File: config.mk
export PLATFORM = sky130hd
export DESIGN_NAME = game_ctrl
export DESIGN_NICKNAME = d
export VERILOG_FILES = /design/src/rtl/game_pkg.sv /design/src/rtl/lfsr16.sv /design/src/rtl/game_ctrl.sv
export SDC_FILE = /design/constraint.sdc
export NUM_CORES = 1
export LEC_CHECK = 0
export CORE_UTILIZATION = 55
export CTS_CLUSTER_SIZE = 12
export DETAILED_ROUTE_END_ITERATION = 7
export GPL_ROUTABILITY_DRIVEN = 0
export PLACE_DENSITY = 0.83
export RECOVER_POWER = 100
export SETUP_SLACK_MARGIN = 0.4
export SLEW_MARGIN = 20
export SYNTH_ARGS = -nofsm -noshare
export SYNTH_HDL_FRONTEND = slang
export SYNTH_SLANG_ARGS = --single-unit
export TNS_END_PERCENT = 5
File: constraint.sdc
create_clock -name clk -period 2.2 [get_ports clk]
set_clock_uncertainty 0.05 [all_clocks]
set_input_delay 0.44 -clock clk [delete_from_list [all_inputs] [get_ports clk]]
set_output_delay 0.44 -clock clk [all_outputs]
set_load 0.03 [all_outputs]
File: src/rtl/game_pkg.sv
// Shared definitions for the falling-block game: FSM state encodings,
// parameter defaults and a small saturating helper. The display logic
// imports this package as well, so it can decode the exported state.
package game_pkg;

    typedef enum logic [2:0] {
        ST_IDLE   = 3'd0,
        ST_SPAWN  = 3'd1,
        ST_FALL   = 3'd2,
        ST_LAND   = 3'd3,
        ST_PAUSED = 3'd4,
        ST_OVER   = 3'd5
    } state_t;

    localparam int          TICK_DIV_DEF   = 250000;
    localparam int          FALL_STEP_DEF  = 2;
    localparam int          FLOOR_Y_DEF    = 480;
    localparam int          X_MAX_DEF      = 490;
    localparam int          MAX_HEIGHT_DEF = 16;
    localparam int          LIVES_INIT_DEF = 3;
    localparam logic [15:0] LFSR_SEED      = 16'hACE1;

    // 10-bit add that clips at 1023 instead of wrapping.
    function automatic logic [9:0] sat_add10(input logic [9:0] a,
                                             input logic [9:0] b);
        logic [10:0] s;
        s = {1'b0, a} + {1'b0, b};
        return s[10] ? 10'h3FF : s[9:0];
    endfunction

endpackage

File: src/rtl/lfsr16.sv
// 16-bit maximal-length Fibonacci LFSR (taps 16,14,13,11), free running.
// Ports:
//   clk   - system clock
//   rst_n - synchronous active-low reset, loads the seed
//   q     - current LFSR contents
// A non-zero seed with a maximal polynomial never reaches all-zero.
import game_pkg::*;

module lfsr16 (
    input  logic        clk,
    input  logic        rst_n,
    output logic [15:0] q
);

    logic [15:0] r_q;
    logic        w_fb;

    assign w_fb = r_q[15] ^ r_q[13] ^ r_q[12] ^ r_q[10];
    assign q    = r_q;

    always_ff @(posedge clk) begin
        if (!rst_n) begin
            r_q <= LFSR_SEED;
        end else begin
            r_q <= {r_q[14:0], w_fb};
        end
    end

endmodule

File: src/rtl/game_ctrl.sv
// Game sequencer for the falling-block stacker: spawns a block at a
// pseudo-random x, lets it fall one step per tick, and scores landings
// or charges misses until the lives run out or the stack is tall enough.
// Ports:
//   clk, rst_n          - clock, synchronous active-low reset
//   start, pause_btn    - level buttons, acted upon on their rising edge
//   collision           - falling block touches the stack this cycle
//   height              - current stack height in blocks
//   fall_x, fall_y      - falling block top-left position
//   fall_color          - falling block color
//   fall_valid          - falling block is live (FALL only)
//   pause               - freezes stack movement (IDLE, PAUSED, OVER)
//   stack_clear         - one-cycle pulse clearing the stack at game start
//   score, lives        - landed-block count, remaining lives
//   game_over           - sticky until the next game starts
//   state               - current FSM encoding
import game_pkg::*;

module game_ctrl #(
    parameter int TICK_DIV   = TICK_DIV_DEF,
    parameter int FALL_STEP  = FALL_STEP_DEF,
    parameter int FLOOR_Y    = FLOOR_Y_DEF,
    parameter int X_MAX      = X_MAX_DEF,
    parameter int MAX_HEIGHT = MAX_HEIGHT_DEF,
    parameter int LIVES_INIT = LIVES_INIT_DEF
) (
    input  logic        clk,
    input  logic        rst_n,
    input  logic        start,
    input  logic        pause_btn,
    input  logic        collision,
    input  logic [9:0]  height,
    output logic [9:0]  fall_x,
    output logic [9:0]  fall_y,
    output logic [1:0]  fall_color,
    output logic        fall_valid,
    output logic        pause,
    output logic        stack_clear,
    output logic [15:0] score,
    output logic [1:0]  lives,
    output logic        game_over,
    output logic [2:0]  state
);

    state_t      r_state;
    state_t      w_state_nxt;
    logic        r_start_q;
    logic        r_pause_q;
    logic [31:0] r_tick_cnt;
    logic [9:0]  r_fall_x;
    logic [9:0]  r_fall_y;
    logic [1:0]  r_fall_color;
    logic [15:0] r_score;
    logic [1:0]  r_lives;
    logic        r_game_over;

    logic [15:0] w_lfsr;
    logic [3:0]  w_lfsr_unused;
    logic        w_start_edge;
    logic        w_pause_edge;
    logic        w_tick;
    logic        w_floor;
    logic        w_tall;
    logic        w_last_life;
    logic        w_begin;
    logic        w_miss;
    logic        w_advance;
    logic        w_land;
    logic [9:0]  w_spawn_x;

    lfsr16 u_lfsr (
        .clk   (clk),
        .rst_n (rst_n),
        .q     (w_lfsr)
    );

    assign w_lfsr_unused = w_lfsr[15:12];

    assign w_start_edge = start & ~r_start_q;
    assign w_pause_edge = pause_btn & ~r_pause_q;
    assign w_tick       = (r_state == ST_FALL) && (r_tick_cnt == 32'(TICK_DIV - 1));
    assign w_floor      = r_fall_y >= 10'(FLOOR_Y);
    assign w_tall       = height >= 10'(MAX_HEIGHT);
    assign w_last_life  = r_lives <= 2'd1;
    assign w_spawn_x    = (w_lfsr[9:0] > 10'(X_MAX)) ? 10'(X_MAX) : w_lfsr[9:0];

    assign fall_x     = r_fall_x;
    assign fall_y     = r_fall_y;
    assign fall_color = r_fall_color;
    assign score      = r_score;
    assign lives      = r_lives;
    assign game_over  = r_game_over;
    assign state      = r_state;

    always_ff @(posedge clk) begin
        if (!rst_n) begin
            r_state <= ST_IDLE;
        end else begin
            r_state <= w_state_nxt;
        end
    end

    always_comb begin
        w_state_nxt = r_state;
        w_begin     = 1'b0;
        w_miss      = 1'b0;
        w_advance   = 1'b0;
        w_land      = 1'b0;
        fall_valid  = 1'b0;
        pause       = 1'b0;
        case (r_state)
            ST_IDLE, ST_OVER: begin
                pause = 1'b1;
                if (w_start_edge) begin
                    w_begin     = 1'b1;
                    w_state_nxt = ST_SPAWN;
                end
            end
            ST_SPAWN: begin
                w_state_nxt = ST_FALL;
            end
            ST_FALL: begin
                fall_valid = 1'b1;
                // Collision wins over the floor so a last-moment touch scores.
                if (collision) begin
                    w_state_nxt = ST_LAND;
                end else if (w_floor) begin
                    w_miss      = 1'b1;
                    w_state_nxt = w_last_life ? ST_OVER : ST_SPAWN;
                end else begin
                    w_advance = w_tick;
                    if (w_pause_edge) begin
                        w_state_nxt = ST_PAUSED;
                    end
                end
            end
            ST_LAND: begin
                w_land      = 1'b1;
                w_state_nxt = w_tall ? ST_OVER : ST_SPAWN;
            end
            ST_PAUSED: begin
                pause = 1'b1;
                if (w_pause_edge) begin
                    w_state_nxt = ST_FALL;
                end
            end
            default: begin
                w_state_nxt = ST_IDLE;
            end
        endcase
        stack_clear = w_begin & rst_n;
    end

    always_ff @(posedge clk) begin
        if (!rst_n) begin
            r_start_q    <= 1'b0;
            r_pause_q    <= 1'b0;
            r_tick_cnt   <= '0;
            r_fall_x     <= '0;
            r_fall_y     <= '0;
            r_fall_color <= '0;
            r_score      <= '0;
            r_lives      <= 2'(LIVES_INIT);
            r_game_over  <= 1'b0;
        end else begin
            r_start_q <= start;
            r_pause_q <= pause_btn;

            // Counter holds while paused so resuming keeps the tick phase.
            if (r_state == ST_FALL) begin
                r_tick_cnt <= w_tick ? '0 : r_tick_cnt + 32'd1;
            end else if (r_state != ST_PAUSED) begin
                r_tick_cnt <= '0;
            end

            if (r_state == ST_SPAWN) begin
                r_fall_x     <= w_spawn_x;
                r_fall_y     <= '0;
                r_fall_color <= w_lfsr[11:10];
            end else if (w_advance) begin
                r_fall_y <= sat_add10(r_fall_y, 10'(FALL_STEP));
            end else if (w_land) begin
                // Park the block at the top so it leaves the collision window.
                r_fall_y <= '0;
            end

            if (w_begin) begin
                r_score     <= '0;
                r_lives     <= 2'(LIVES_INIT);
                r_game_over <= 1'b0;
            end else if (w_miss) begin
                r_lives <= (r_lives == 2'd0) ? 2'd0 : r_lives - 2'd1;
                if (w_last_life) begin
                    r_game_over <= 1'b1;
                end
            end else if (w_land) begin
                if (r_score != 16'hFFFF) begin
                    r_score <= r_score + 16'd1;
                end
                if (w_tall) begin
                    r_game_over <= 1'b1;
                end
            end
        end
    end

endmodule
Word level (Yosys, flattened, before mapping)
Cells that the tools add are included.
{"block": "classes", "addsub": 4, "n_shift": 0, "mul": 0, "reduce_logical": 14, "div": 0, "order_cmp": 4, "bitwise": 10, "eq_ne": 12, "n_mux": 31}
{"op": "32-bit 2-to-1 mux", "count": 3}
{"op": "10-bit 2-to-1 mux", "count": 4}
{"op": "32-bit by 1-bit adder with 32-bit output (second input constant)", "count": 1}
{"op": "32-bit by 18-bit equality test with 1-bit output (second input constant)", "count": 1}
{"op": "3-bit 2-to-1 mux", "count": 7}
{"op": "16-bit by 1-bit adder with 16-bit output (second input constant)", "count": 1}
{"op": "16-bit != test (second input constant)", "count": 1}
{"op": "1-bit 2-to-1 mux", "count": 15}
{"op": "3-bit one-hot mux with 5 select lines", "count": 1}
{"op": "10-bit by 2-bit adder with 11-bit output (second input constant)", "count": 1}
{"op": "10-bit by 5-bit greater-or-equal comparator with 1-bit output (second input constant)", "count": 1}
{"op": "10-bit by 9-bit greater-or-equal comparator with 1-bit output (second input constant)", "count": 1}
{"op": "10-bit by 9-bit > comparator with 1-bit output (second input constant)", "count": 1}
{"op": "3-bit AND reduction", "count": 3}
{"op": "2-bit nonzero test", "count": 4}
{"op": "3-bit by 2-bit equality test with 1-bit output (second input constant)", "count": 2}
{"op": "3-bit equality test (second input constant)", "count": 2}
{"op": "2-bit != test (second input constant)", "count": 3}
{"op": "2-bit OR reduction", "count": 3}
{"op": "4-bit != test (second input constant)", "count": 1}
{"op": "1-bit NOT", "count": 4}
{"op": "1-bit AND", "count": 3}
{"op": "3-bit by 1-bit equality test with 1-bit output (second input constant)", "count": 1}
{"op": "3-bit zero test", "count": 1}
{"op": "other kinds (8)", "count": 10}
{"block": "totals", "ff_bits": 94, "romBits": 0, "ram_bits": 0, "in_bits": 15, "latch_bits": 0, "mem_count": 0}

Depth between registers and ports, before layout
{"block": "depth", "depth_word": 6, "ltp_mapped": 8, "depth_no_buf": 6}

Hierarchy
Synthesis repeated with hierarchy kept, for this count alone.
{"block": "hier_totals", "hier_cells": 535, "hier_area_um2": 4525.6}
{"mod": "game_ctrl", "area_per_inst_um2": 4067.7, "seq_area_each_um2": 1561.5, "cells_each": 499, "instances": 1}
{"mod": "lfsr16", "area_per_inst_um2": 457.9, "seq_area_each_um2": 320.3, "cells_each": 36, "instances": 1}

Least setup slack after synthesis
Ideal clock, no wire load.
{"block": "synth_timing", "path_type": "register -> register", "start": "register r_state[1], in the netlist state[1]", "end": "register r_tick_cnt[16]", "required_time_ps": 2081, "n_path_buf": 1, "stages_incl_launch_ff": 7, "t_arrival_ps": 2097, "path_slack_ps": -16, "cell_sequence": "dfxtp_1 -> or3b_1 -> inv_1 -> o211a_1 -> buf_2 -> or4b_1 -> o21ai_1"}
{"block": "synth_between", "elab_chain_len": 4}
{"item": "start, declared", "line_no": "game_ctrl.sv:45", "rtl": "state_t r_state;"}
{"item": "start signal, assigned", "line_no": "game_ctrl.sv:99", "rtl": "r_state <= w_state_nxt;"}
{"item": "3-bit by 2-bit equality test with 1-bit output", "line_no": "game_ctrl.sv:81, game_ctrl.sv:170"}
{"item": "1-bit logical AND", "line_no": "game_ctrl.sv:81", "rtl": "assign w_tick = (r_state == ST_FALL) && (r_tick_cnt == 32'(TICK_DIV - 1));"}
{"item": "32-bit 2-to-1 mux", "line_no": "game_ctrl.sv:171", "rtl": "r_tick_cnt <= w_tick ? '0 : r_tick_cnt + 32'd1;"}
{"item": "32-bit 2-to-1 mux", "line_no": "game_ctrl.sv:170", "rtl": "if (r_state == ST_FALL) begin"}
{"item": "end signal, assigned", "line_no": "game_ctrl.sv:171"}
{"item": "end, declared", "line_no": "game_ctrl.sv:49", "rtl": "logic [31:0] r_tick_cnt;"}
Parallel ways exist; a longest one is shown, timed or not.
A chain may end at the register's enable or synchronous reset.

Worst setup path in the final report
{"block": "layout_timing", "start": "register r_fall_y[6], in the netlist fall_y[6]", "end": "output fall_y[6]"}
{"item": "start, declared", "line_no": "game_ctrl.sv:51", "rtl": "logic [9:0] r_fall_y;"}
{"item": "start signal, assigned", "line_no": "game_ctrl.sv:181", "rtl": "r_fall_y <= sat_add10(r_fall_y, 10'(FALL_STEP));"}
{"item": "end, declared", "line_no": "game_ctrl.sv:34", "rtl": "output logic [9:0] fall_y,"}
No word-level cell between the ends.

==> results.yml <==
floorplan:
  fp.coreArea_sq_mm: 0.00781
  floorplan.initialDensity: 0.576
  die-area_sq_mm: 0.00854
  boundary_pin_count: 62
  dieHeight_um: 92.4
  rows: 32
  fp.dieW_um: 92.4
yosys:
  synth_ff_type: "dfxtp_1"
  mean_instance_size_in_the_synthesized_netlist_sq_um: 8.41
  post_synthesis_net_count: 553
  yosys_warnings: 0
  synth_area_sq_mm: 0.00450
  yosys_register_bits: 94
  synth-edff-count: 0
  share_of_synthesized_area_occupied_by_flip_flops_and_latches: 0.418
  syn_inst: 535
  synth_cell_type_count: 66
  ys_async_sr_fraction: 0
setup_path:
  reg2reg_from: "r_tick_cnt[3]"
  worstPathRequired_ps: 1710
  timing.critical_path.slowest_cell_delay_ps: 790
  reg2regPathDepth: 6
  crit_slowest_cell: "dlygate4sd3_1"
  endpoint_kind: "output port"
  crit_chain: "dlygate4sd3_1"
  worst_path_top_cell_family_by_delay: "buffers and inverters"
  reg_to_reg_critical_path_endpoint: "r_tick_cnt[29]"
  worstPathBufferInverterCount: 1
  setup.reg_to_reg.worst_slack_ps: 100
  cp.arrival_ps: 1620
  cp_max_fo: 8
  timing_worst_setup_path_type: "flop to output port"
  crit_path_start_kind: "flop"
route:
  wl_mm: 11.8
  drt_iter0_drc: 433
  drt_first_pass_iters: 7
  vias_per_instance: 6.01
  route.detailed.wl_per_inst_um: 16.1
  num_vias: 4408
  drcViolationCount: 0
  antenna_violating_nets_post_route: 0
timing:
  hold_viol: 0
  fin_crit_ps: 2110
  report.final.setup_viol: 0
  final.setup.tns_ps: 0
  layout_setup_ws_ps: 89.7
  highest_clock_rate_ghz: 0.474
  timing.final.crit_share: 0.959
  slew-limit-headroom: 0.513
  tightestPinTransition_ps: 730
  rsz0062_at_grt: "true"
  final_max_slew_viol_count: 0
power_and_ir_drop:
  max-vdd-ir-drop_v: 0.000392
  p_total_w: 0.00336
  p_leak_nw: 2.21
  power.density_mw_per_mm2: 584
finish:
  seq_area_sq_mm: 0.00190
  layout.cells.non_filler: 733
  nNetsFinal: 644
  filler_cell_count: 589
  insertedDiodeCount: 0
  area_of_the_multi_input_gates_sq_mm: 0.00258
  layout-area-overhead-vs-synth_pct: 28.0
  final_layout_size_suffix_gt1_frac: 0.165
global_route:
  grt_usage: 0.282
  grt_pass1_vias: 4164
  grt_overflow_total: 0
  antenna_violations_before_repair: 0
  grt_pass1_wl_mm: 19.5
  grt_start_max_net_pins: 26
clock_network:
  ctsRootBufferMaster: "clkbuf_8"
  cts_buffers: 9
  clk-insertion-delay-late_ps: 380
  cts_buffer_depth: 2
  clk_pin_slew_ps: 110
  cts_sinks: 94
  cts_htree_levels: 3
  clock_tree_from_tritoncts: "yes"
placement:
  dp.cells: 707
  place.port_buffers: 57
  dp_hpwl_mm: 8.09
  dp_slack_ps: 32.6
hold_path:
  min-delay-path-class: "flop to flop"
  whs_path_depth: 1
  timing.hold.worst_endpoint: "u_lfsr.q[15]"
  holdCritStartpoint: "u_lfsr.q[14]"
flow_run:
  max_cap_viol_count: 0
outcome:
  outcome: "completed"
==> metal layers <==
metal  GRT usage  vias to the layer above  part of all wire
met3      0.0427                       21             0.051
li1            -                     2139                 -
met5           0                        -                 0
met2       0.471                      168              0.49
met4       0.113                        0             0.015
met1       0.363                     2080              0.45
==> logic make-up (layout without fill, tap and decap cells) <==
group	Yosys count	after routing	synth area share
AND/OR/NAND/NOR	263	263	0.338
AO/OA/AOI/OAI	113	113	0.152
flip-flops	94	94	0.418
buffers and inverters	38	134	0.0353
XOR/XNOR	19	19	0.0370
multiplexers	5	5	0.0111
adder cells (fa/ha/maj)	3	3	0.00835
==> worst max-delay path by stage <==
stage / cells past startpoint / slack [ps] / from / endpoint
6_report: 1 / 90 / fall_y[6] / fall_y[6]
3_3_place_gp: 6 / 90 / rst_n / r_tick_cnt[7]
4_1_cts: 1 / 140 / fall_y[6] / fall_y[6]
2_1_floorplan: 5 / 250 / state[1] / fall_y[6]
3_5_place_dp: 6 / 30 / r_tick_cnt[1] / r_tick_cnt[16]
5_1_grt: 1 / 50 / fall_y[7] / fall_y[7]
==> power breakdown <==
part	total [W]	switching (W)	leakage [nW]	internal, W
Combinational	0.000396	0.000238	1.33	0.000159
Clock	0.00119	0.000726	0.105	0.000460
Sequential	0.00178	0.0000306	0.772	0.00175
Total	0.00336	0.000994	2.21	0.00237
==> state kept, by name (all words and copies together), names as in the netlist, 2 cells and up <==
name,cells
lives,2
u_lfsr.q,16
r_tick_cnt,32
fall_x,10
state,3
fall_y,10
score,16
fall_color,2
==> area by class of cell <==
type / instances / area share
multi-input cells: 403 / 0.449
inverters: 14 / 0.00978
clock buffers: 9 / 0.0215
well taps: 102 / 0.0222
flip-flops and latches: 94 / 0.331
repair buffers: 104 / 0.153
clock inverters: 7 / 0.0146
==> stage by stage <==
step	utilization	hold slack, ps	cell area, sq um
5_1_grt	0.737	375	5760
2_1_floorplan	-	336	4540
4_1_cts	0.740	368	5780
3_5_place_dp	0.692	354	5410
6_report	0.737	365	5760
3_3_place_gp	0.692	345	5410
==> cells in the final DEF (no fill, tap or decap), types with 9 or more instances in the layout <==
master	netlist	layout
nor4_1	13	10
o21ai_0	35	35
dfxtp_2	0	12
nand3_1	27	25
a21oi_1	35	35
buf_4	0	36
nand2_1	49	49
dfxtp_1	94	80
and3_1	10	10
dlygate4sd3_1	0	38
inv_1	13	12
a31oi_1	16	16
clkbuf_8	0	9
clkdlybuf4s50_1	0	11
nor2_1	39	38
xnor2_1	15	15
nand4_1	21	21
nand2b_1	15	14
nor3_1	21	21
==> cell usage after synthesis, types with 2 or more instances <==
master,number,area share
nor4_4,2,0.0095
o211a_1,2,0.0045
nor3_1,21,0.023
nand2b_1,15,0.021
nand3b_1,5,0.0083
ha_1,3,0.0083
o211ai_1,2,0.0033
o21ai_0,35,0.039
o221a_2,2,0.0050
nand2_1,49,0.041
a22o_1,2,0.0039
nor4_2,2,0.0056
xnor2_1,15,0.029
and4b_1,2,0.0045
mux2i_1,5,0.011
nand4_1,21,0.029
xor2_1,4,0.0078
and3b_1,2,0.0039
and3_1,10,0.014
inv_1,13,0.011
and4_1,7,0.014
dfxtp_1,94,0.42
nand3_1,27,0.030
nor2b_1,4,0.0056
a21boi_0,2,0.0033
or3_1,5,0.0070
a21o_1,2,0.0033
nor4b_1,5,0.0097
a41oi_1,2,0.0039
nor4_1,13,0.018
a31oi_1,16,0.022
nor2_1,39,0.033
nand4b_1,3,0.0058
buf_2,7,0.0078
clkbuf_1,16,0.013
nor3b_1,4,0.0067
a21oi_1,35,0.039
and2_0,2,0.0028
and2_1,13,0.018
==> what timing repair did <==
item,in CTS,in global routing
hold buffers,0,0
hold endpoints to repair,0,0
resized for setup,40,7
pin swaps,7,4
setup buffers,8,2
setup endpoints to repair,91,104
Note: power is estimated with default switching activity, not from simulation.
